==> src/rtl/tx_fifo_ctrl.sv <==
// Transmit FIFO plus dispatch FSM: buffers host bytes and hands them one at a time
// to TX_FSM through the start/busy handshake.
module tx_fifo_ctrl #(
  parameter int unsigned DATA_BITS  = 8,
  parameter int unsigned FIFO_DEPTH = 8,
  localparam int unsigned PtrW      = $clog2(FIFO_DEPTH),
  localparam int unsigned CntW      = PtrW + 1
) (
  input  logic                 Clk,
  input  logic                 Rst,
  input  logic [DATA_BITS-1:0] Tx_Data_Wr,
  input  logic                 Write_Req,
  input  logic                 Tx_Busy,
  output logic [DATA_BITS-1:0] Tx_Data_Out,
  output logic                 Transmit_Start_Out,
  output logic                 Tx_FIFO_Empty,
  output logic                 Tx_FIFO_Full,
  output logic                 Tx_FIFO_Overflow,
  output logic [CntW-1:0]      Tx_Count,
  output logic                 Tx_Idle
);

  localparam logic [1:0] StIdle     = 2'd0;
  localparam logic [1:0] StStart    = 2'd1;
  localparam logic [1:0] StWaitDone = 2'd2;

  logic [DATA_BITS-1:0] mem_q [FIFO_DEPTH];
  logic [PtrW-1:0]      wr_ptr_q, rd_ptr_q;
  logic [CntW-1:0]      count_q, count_d;
  logic [1:0]           state_q, state_d;
  logic [DATA_BITS-1:0] data_out_q;
  logic                 empty_q, full_q, ovf_q;
  logic                 wr_en, pop;

  assign wr_en = Write_Req && !full_q;
  // Pop is gated on the registered count, so a write into an empty FIFO never falls through.
  assign pop   = (state_q == StIdle) && (count_q != '0) && !Tx_Busy;

  always_comb begin
    count_d = count_q;
    unique case ({wr_en, pop})
      2'b10:   count_d = count_q + CntW'(1);
      2'b01:   count_d = count_q - CntW'(1);
      default: count_d = count_q;
    endcase
  end

  always_comb begin
    state_d = state_q;
    unique case (state_q)
      StIdle:     if (pop) state_d = StStart;
      StStart:    if (Tx_Busy) state_d = StWaitDone;
      StWaitDone: if (!Tx_Busy) state_d = StIdle;
      default:    state_d = StIdle;
    endcase
  end

  always_ff @(posedge Clk) begin
    if (wr_en) begin
      mem_q[wr_ptr_q] <= Tx_Data_Wr;
    end
  end

  always_ff @(posedge Clk or negedge Rst) begin
    if (!Rst) begin
      wr_ptr_q   <= '0;
      rd_ptr_q   <= '0;
      count_q    <= '0;
      state_q    <= StIdle;
      data_out_q <= '0;
      empty_q    <= 1'b1;
      full_q     <= 1'b0;
      ovf_q      <= 1'b0;
    end else begin
      count_q <= count_d;
      state_q <= state_d;
      empty_q <= (count_d == '0);
      full_q  <= (count_d == CntW'(FIFO_DEPTH));
      if (wr_en) begin
        wr_ptr_q <= wr_ptr_q + PtrW'(1);
      end
      if (pop) begin
        data_out_q <= mem_q[rd_ptr_q];
        rd_ptr_q   <= rd_ptr_q + PtrW'(1);
      end
      if (Write_Req && full_q) begin
        ovf_q <= 1'b1;
      end
    end
  end

  assign Tx_Data_Out        = data_out_q;
  assign Transmit_Start_Out = (state_q == StStart);
  assign Tx_FIFO_Empty      = empty_q;
  assign Tx_FIFO_Full       = full_q;
  assign Tx_FIFO_Overflow   = ovf_q;
  assign Tx_Count           = count_q;
  assign Tx_Idle            = (count_q == '0) && (state_q == StIdle) && !Tx_Busy;

endmodule

==> config.mk <==
export PLATFORM = sky130hd
export DESIGN_NAME = tx_fifo_ctrl
export DESIGN_NICKNAME = d
export VERILOG_FILES = /design/src/rtl/tx_fifo_ctrl.sv
export SDC_FILE = /design/constraint.sdc
export NUM_CORES = 1
export LEC_CHECK = 0
export ABC_CLOCK_PERIOD_IN_PS = 2900
export BUFFER_PORTS_ARGS = -buffer_cell sky130_fd_sc_hd__clkbuf_2
export CORE_UTILIZATION = 50
export CTS_CLUSTER_DIAMETER = 50
export DETAILED_ROUTE_END_ITERATION = 10
export GPL_TIMING_DRIVEN = 1
export PLACE_DENSITY = 0.71
export SLEW_MARGIN = 20
export SYNTH_ARGS = -nofsm -noshare
export SYNTH_HDL_FRONTEND = slang
export SYNTH_SLANG_ARGS = --single-unit
==> constraint.sdc <==
create_clock -name Clk -period 2.9 [get_ports Clk]
set_input_delay 0.29 -clock Clk [delete_from_list [all_inputs] [get_ports Clk]]
set_output_delay 0.29 -clock Clk [all_outputs]
set_load 0.03 [all_outputs]
After elaboration in Yosys (flattened, before gate mapping)
Memories as Yosys holds them, arrays and structs flattened. A register that Yosys moved wholly into a read port is not among the register bits.
Cells that the tools add are included.
Storage, ports and cells
  flip-flop bits (word level): 15
  memory bits (writable): 64
  output and inout port bits: 17
  memories kept: 1
Cells by class
  add/sub/neg operators: 4
  equality and inequality tests: 8
  mux-type cells: 7
  reductions and logical operators: 14
Memory list
  mem_q: words 8, width 8, rd ports 1, clocked after memory_dff 1, write ports 1, RTL line 27  | logic [DATA_BITS-1:0] mem_q [FIFO_DEPTH];
Operators by type and width (count)
  4-bit logical NOT: 2
  4-bit case mux with 2 select lines: 1
  3-bit by 1-bit adder with 3-bit output (second input constant): 2
  1-bit logical AND: 6
  2-bit 2-to-1 mux: 3
  2-bit != test (second input constant): 3
  2-bit case mux with 3 select lines: 1
  4-bit by 1-bit adder with 4-bit output (second input constant): 1
  2-bit by 1-bit == test with 1-bit output (second input constant): 2
  2-bit == test (second input constant): 2
  4-bit == test (second input constant): 1
  4-bit nonzero test: 1
  4-bit by 1-bit subtractor with 4-bit output (second input constant): 1
  1-bit logical NOT: 3
  3-bit AND reduction: 1
  2-bit logical NOT: 1
  1-bit 2-to-1 mux: 2

Longest topological paths before layout
  word-level depth: 6
  depth in mapped cells: 10
  depth with buffers taken out: 10

Least setup slack after synthesis
OpenSTA, ideal clock, no wires.
  path type: reg-to-reg
  from: reg count_q[2], in the netlist Tx_Count[2]
  to: reg empty_q, in the netlist Tx_FIFO_Empty
  library setup time: 0.089 ns
  data arrival time: 2.753 ns
  setup slack: 0.057 ns
  cell stages (with the launch flop): 11
  path buffers: 0
  clock period less this slack: 2.843 ns
  cell sequence: dfrtp_1 > or4_4 > nand2_4 > inv_2 > ha_1 > xor2_1 > ha_1 > nor3b_1 > a21oi_1 > a211o_1 > a211oi_1
On the way
  longest elaborated chain between the ends: 6
  elaborated cells on any way between the ends: 9
  those cells by class: add/sub: 2; eq/ne: 2; mux: 1; reduce/logical: 4
RTL lines
  from (decl): RTL line 29  | logic [CntW-1:0] count_q, count_d;
  from (signal assigned): RTL line 75  | count_q <= count_d;
  4-bit nonzero test *: RTL line 37  | assign pop = (state_q == StIdle) && (count_q != '0) && !Tx_Busy;
  1-bit logical AND * (2 in series): RTL line 37
  named net pop: RTL line 33  | logic wr_en, pop;
  2-bit by 1-bit == test with 1-bit output or 2-bit == test (tied branches): RTL line 41  | unique case ({wr_en, pop})
  4-bit case mux with 2 select lines *: RTL line 41
  4-bit logical NOT *: RTL line 77  | empty_q <= (count_d == '0);
  to (signal assigned): RTL line 77
  to (decl): RTL line 32  | logic empty_q, full_q, ovf_q;
The timed path passes the listed nets; every way through them passes the cells marked *.
A chain may end at the register's enable or synchronous reset.

Final worst setup path
Ends and elaborated chain as after synthesis.

==> impl.org <==
** Status
- The run finished with clean final reports.

** Placed design
- The number of placed instances, taps included, is 329.
- Buffers placed on the I/O ports in this run total 28.
- Dpl hpwl :: 3590 um
- Routability-driven placement finished with a final weighted congestion of 0.723.
- Summing all placed instances gives a cell area of 0.00384 mm^2.

** Clock network
- Total clock sinks :: 87
- Once the clock tree was built, the setup fixing pass inserted 0 buffers.
- Clock tree synthesis selected as its root buffer the cell sky130_fd_sc_hd__clkbuf_8.
- Clk_lat worst skew :: 360 ps
- Clock-pin slew was measured on the worst setup and hold paths at 100 ps.
- In this run the deepest clock path goes through 2 buffers.
- Counting the buffers created by CTS gives 9.
- Number of levels the H-tree was split into :: 3
- TritonCTS clock tree :: built
- Post-CTS repair changed the size of 0 cells.

** Floorplanning
- The floorplan step defined a die boundary enclosing 0.00746 mm^2.
- X dimension of the die :: 86.3 um
- 29 I/O pins were placed.
- In this run the core area contains 30 standard-cell rows.
- Core area :: 0.00683 mm^2
- Once the floorplan was initialized, standard cells occupied 52.1% of the core.
- Die height :: 86.3 um

** Yosys
- Synthesis produced 200 cells.
- Of the synthesized area, sequential elements account for 70.2%.
- Commonest register cell after synthesis :: sky130_fd_sc_hd__edfxtp_1
- Async SR Flop Fraction :: 26.4%
- The number of different library cells used by synthesis comes to 40.
- Average size of a mapped cell :: 17.8 um^2
- Synth Net Count :: 217
- Count of state elements after synthesis :: 87
- The top cell type by area accounts for 54.0% of the synthesized area.
- Yosys top cell by area :: sky130_fd_sc_hd__edfxtp_1
- For this run, the number of Yosys warnings is 0.
- Post-synth EDFFs :: 64
- Ranked by total cell area, the synthesized netlist is headed by sky130_fd_sc_hd__edfxtp_1 54%, sky130_fd_sc_hd__dfrtp_1 15%, sky130_fd_sc_hd__mux4_1 7.4%, sky130_fd_sc_hd__mux4_2 3.8%, sky130_fd_sc_hd__mux2i_1 2.3%.
- The mapped netlist covers 0.00356 mm^2.

** Pwr
- Largest vdd supply drop :: 0.276 mV
- Static leakage :: 1.54 nW
- Total power per unit cell area :: 983 mW/mm^2

** Min path
- Counting instances, the worst hold path has a depth of 2.
- Hold Path Class :: input port to register
- Worst hold endpoint :: state_q[0]
- The worst hold path begins at Tx_Busy.

** STA
- Based on the critical path, the design can be clocked at up to 372 MHz.
- Relative max-transition margin :: 46.0%
- Share of the clock period used by the worst path :: 92.6%
- Setup repair after global routing left no endpoint under its margin.
- Aggregate negative setup slack :: 0 ps
- Layout Skew :: 13.8 ps
- Least-Margin Pin Slew :: 807 ps
- Hold violation total from the final report :: 0
- Total of endpoints with negative setup slack in the final report :: 0
- The count of pins over their slew limit is 0.
- The routed design could run at a clock period as short as 2690 ps.

** Final layout
- Count of fill cells added during filler insertion :: 542
- Excluding fillers, the count of instances in the completed layout stands at 346.
- Net count reported at finish :: 262
- Post-route standard cell area excluding fillers :: 0.00405 mm^2
- Area growth from synthesis to layout :: 13.7%
- Final design utilization :: 59.2%
- In the final layout, the share of cells above drive strength 1 is 27.6%.
- Storage cell area :: 0.00250 mm^2
- Summing all multi-input logic gate instances after layout gives 982 um^2.
- Diodes inserted :: 0

** Drt
- Via count :: 1778
- After detailed routing, the number of remaining DRC violations is 0.
- First-pass DRT Iterations :: 4
- Summed over all layers, the routed wires come to 5550 um.
- Violation count after the first detailed-route iteration :: 103
- Via-to-Cell Ratio :: 5.14
- Remaining antenna violation count after routing :: 0
- After detailed routing, the average wire length per cell comes to 16.1 um.

** GRT
- Largest net degree at the start of global routing :: 24
- Number of antenna violations at the first check in global routing :: 0
- For this run, global-route usage on met1 was measured as 23.3%.
- Routing layer with the top usage in global route :: met2
- Number of global-route vias before repair :: 1695
- Overall overflow remaining after global route :: 0
- The first global-routing pass estimated 8870 um of wire.
- GR Util All Layers :: 16.8%
- Met2 Resource Use GR :: 25.5%
- Met3 track demand over resource in global routing :: 3.43%

** Setup path
- Along the worst path, the maximum fanout reaches 4.
- Setup slack on the worst flop-to-flop path :: 210 ps
- Start of the worst register-to-register path :: Tx_Count[2]
- Arrival time at the worst endpoint :: 2960 ps
- For the worst flop-to-flop path, the logic depth is 10.
- Reg2reg end :: Tx_FIFO_Empty
- The worst setup path is of the register to register kind.
- Worst endpoint required time :: 3180 ps
- Sort of element at the end of the critical path :: register
- STA classifies the critical path startpoint as a register.

** Run
- Across the run, the number of max-cap violations was 0.
metrics by stage:
stage	worst slack, ps	power [mW]	hold WS (ps)
after CTS	186	4.02	101
after detailed placement	217	3.23	308
after floorplan	57.3	2.86	-5.59
after global routing	54.2	4.21	96.2
after global placement	298	3.20	304
final	214	3.97	113
cells by family after synthesis:
family	count (synthesis)	share of synthesized area, %
flops	87	70.2
simple gates	46	6.75
xor+xnor	8	1.97
compound gates	18	3.06
mux	26	14.1
fa+ha+maj	5	1.76
buf+inv	10	2.15
layer usage:
| layer | routed length, um | vias up |
|---|---|---|
| li1 | - | 864 |
| met1 | 2570 | 858 |
| met2 | 2520 | 44 |
| met3 | 346 | 12 |
| met4 | 125 | 0 |
| met5 | 0 | - |
placed cells by master (no fill, tap or decap), drive strengths merged, types with 2 or more instances in the layout:
cell	synthesis	routed
a211o	2	2
a21oi	3	3
buf	5	12
clkbuf	2	37
clkinv	0	3
clkinvlp	0	2
dfrtp	22	22
edfxtp	64	64
ha	5	5
inv	3	5
mux2	2	2
mux2i	8	8
mux4	16	16
nand2	17	17
nand2b	4	4
nor2	8	8
nor2b	5	5
nor3	5	5
o21ai	9	9
xnor2	6	6
xor2	2	2
final cells by class:
cell class / count / area share, %
well taps: 96 / 2.97
clock buffers: 9 / 3.06
repair buffers: 41 / 5.94
multi-input cells: 103 / 24.3
clock inverters: 7 / 1.70
inverters: 3 / 0.278
flip-flops and latches: 87 / 61.8
cell usage after synthesis (all sizes together) (2+ instances only):
cell type / number
a211o: 2
a21oi: 3
buf: 5
clkbuf: 2
dfrtp: 22
edfxtp: 64
ha: 5
inv: 3
mux2: 2
mux2i: 8
mux4: 16
nand2: 17
nand2b: 4
nor2: 8
nor2b: 5
nor3: 5
o21ai: 9
xnor2: 6
xor2: 2
power breakdown:
group	switching, mW	internal [mW]	total (mW)
Combinational	0.765	0.604	1.37
Sequential	0.184	1.63	1.82
Clock	0.458	0.329	0.788
Total	1.41	2.57	3.97
worst max-delay path by stage:
stage	startpoint	end	slack (ps)	cells after the start
after floorplan	Tx_Count[2]	Tx_FIFO_Empty	60	10
after detailed placement	Tx_Count[2]	Tx_FIFO_Empty	220	10
final	Tx_Count[2]	Tx_FIFO_Empty	210	10
after global placement	Tx_Count[2]	Tx_FIFO_Empty	300	10
after CTS	Tx_Count[2]	Tx_FIFO_Empty	190	10
after global routing	Tx_Count[2]	Tx_FIFO_Empty	50	10
worst max-delay path, stage by stage, from the launching register on:
cell and delay [ps]:
sky130_fd_sc_hd__dfrtp_1 390, sky130_fd_sc_hd__or4_4 570, sky130_fd_sc_hd__nand2_4 80, sky130_fd_sc_hd__inv_2 50, sky130_fd_sc_hd__ha_1 230, sky130_fd_sc_hd__xor2_1 180
sky130_fd_sc_hd__ha_1 290, sky130_fd_sc_hd__nor3b_1 240, sky130_fd_sc_hd__a21oi_1 80, sky130_fd_sc_hd__a211o_1 290, sky130_fd_sc_hd__a211oi_1 210
what timing repair did:
action                                 in CTS  in global routing
setup endpoints to repair                   0                  0
endpoints found under the hold margin      22                  0
hold buffers                                1                  0
sequential cells by signal (all words and copies together) (netlist names):
name / cells
wr_ptr_q: 3
Tx_Count: 4
mem_q: 64
state_q: 2
rd_ptr_q: 3
Tx_Data_Out: 8
Tx_FIFO_Full: 1
Tx_FIFO_Overflow: 1
Tx_FIFO_Empty: 1
No activity file was read; power rests on OpenSTA's default activity.
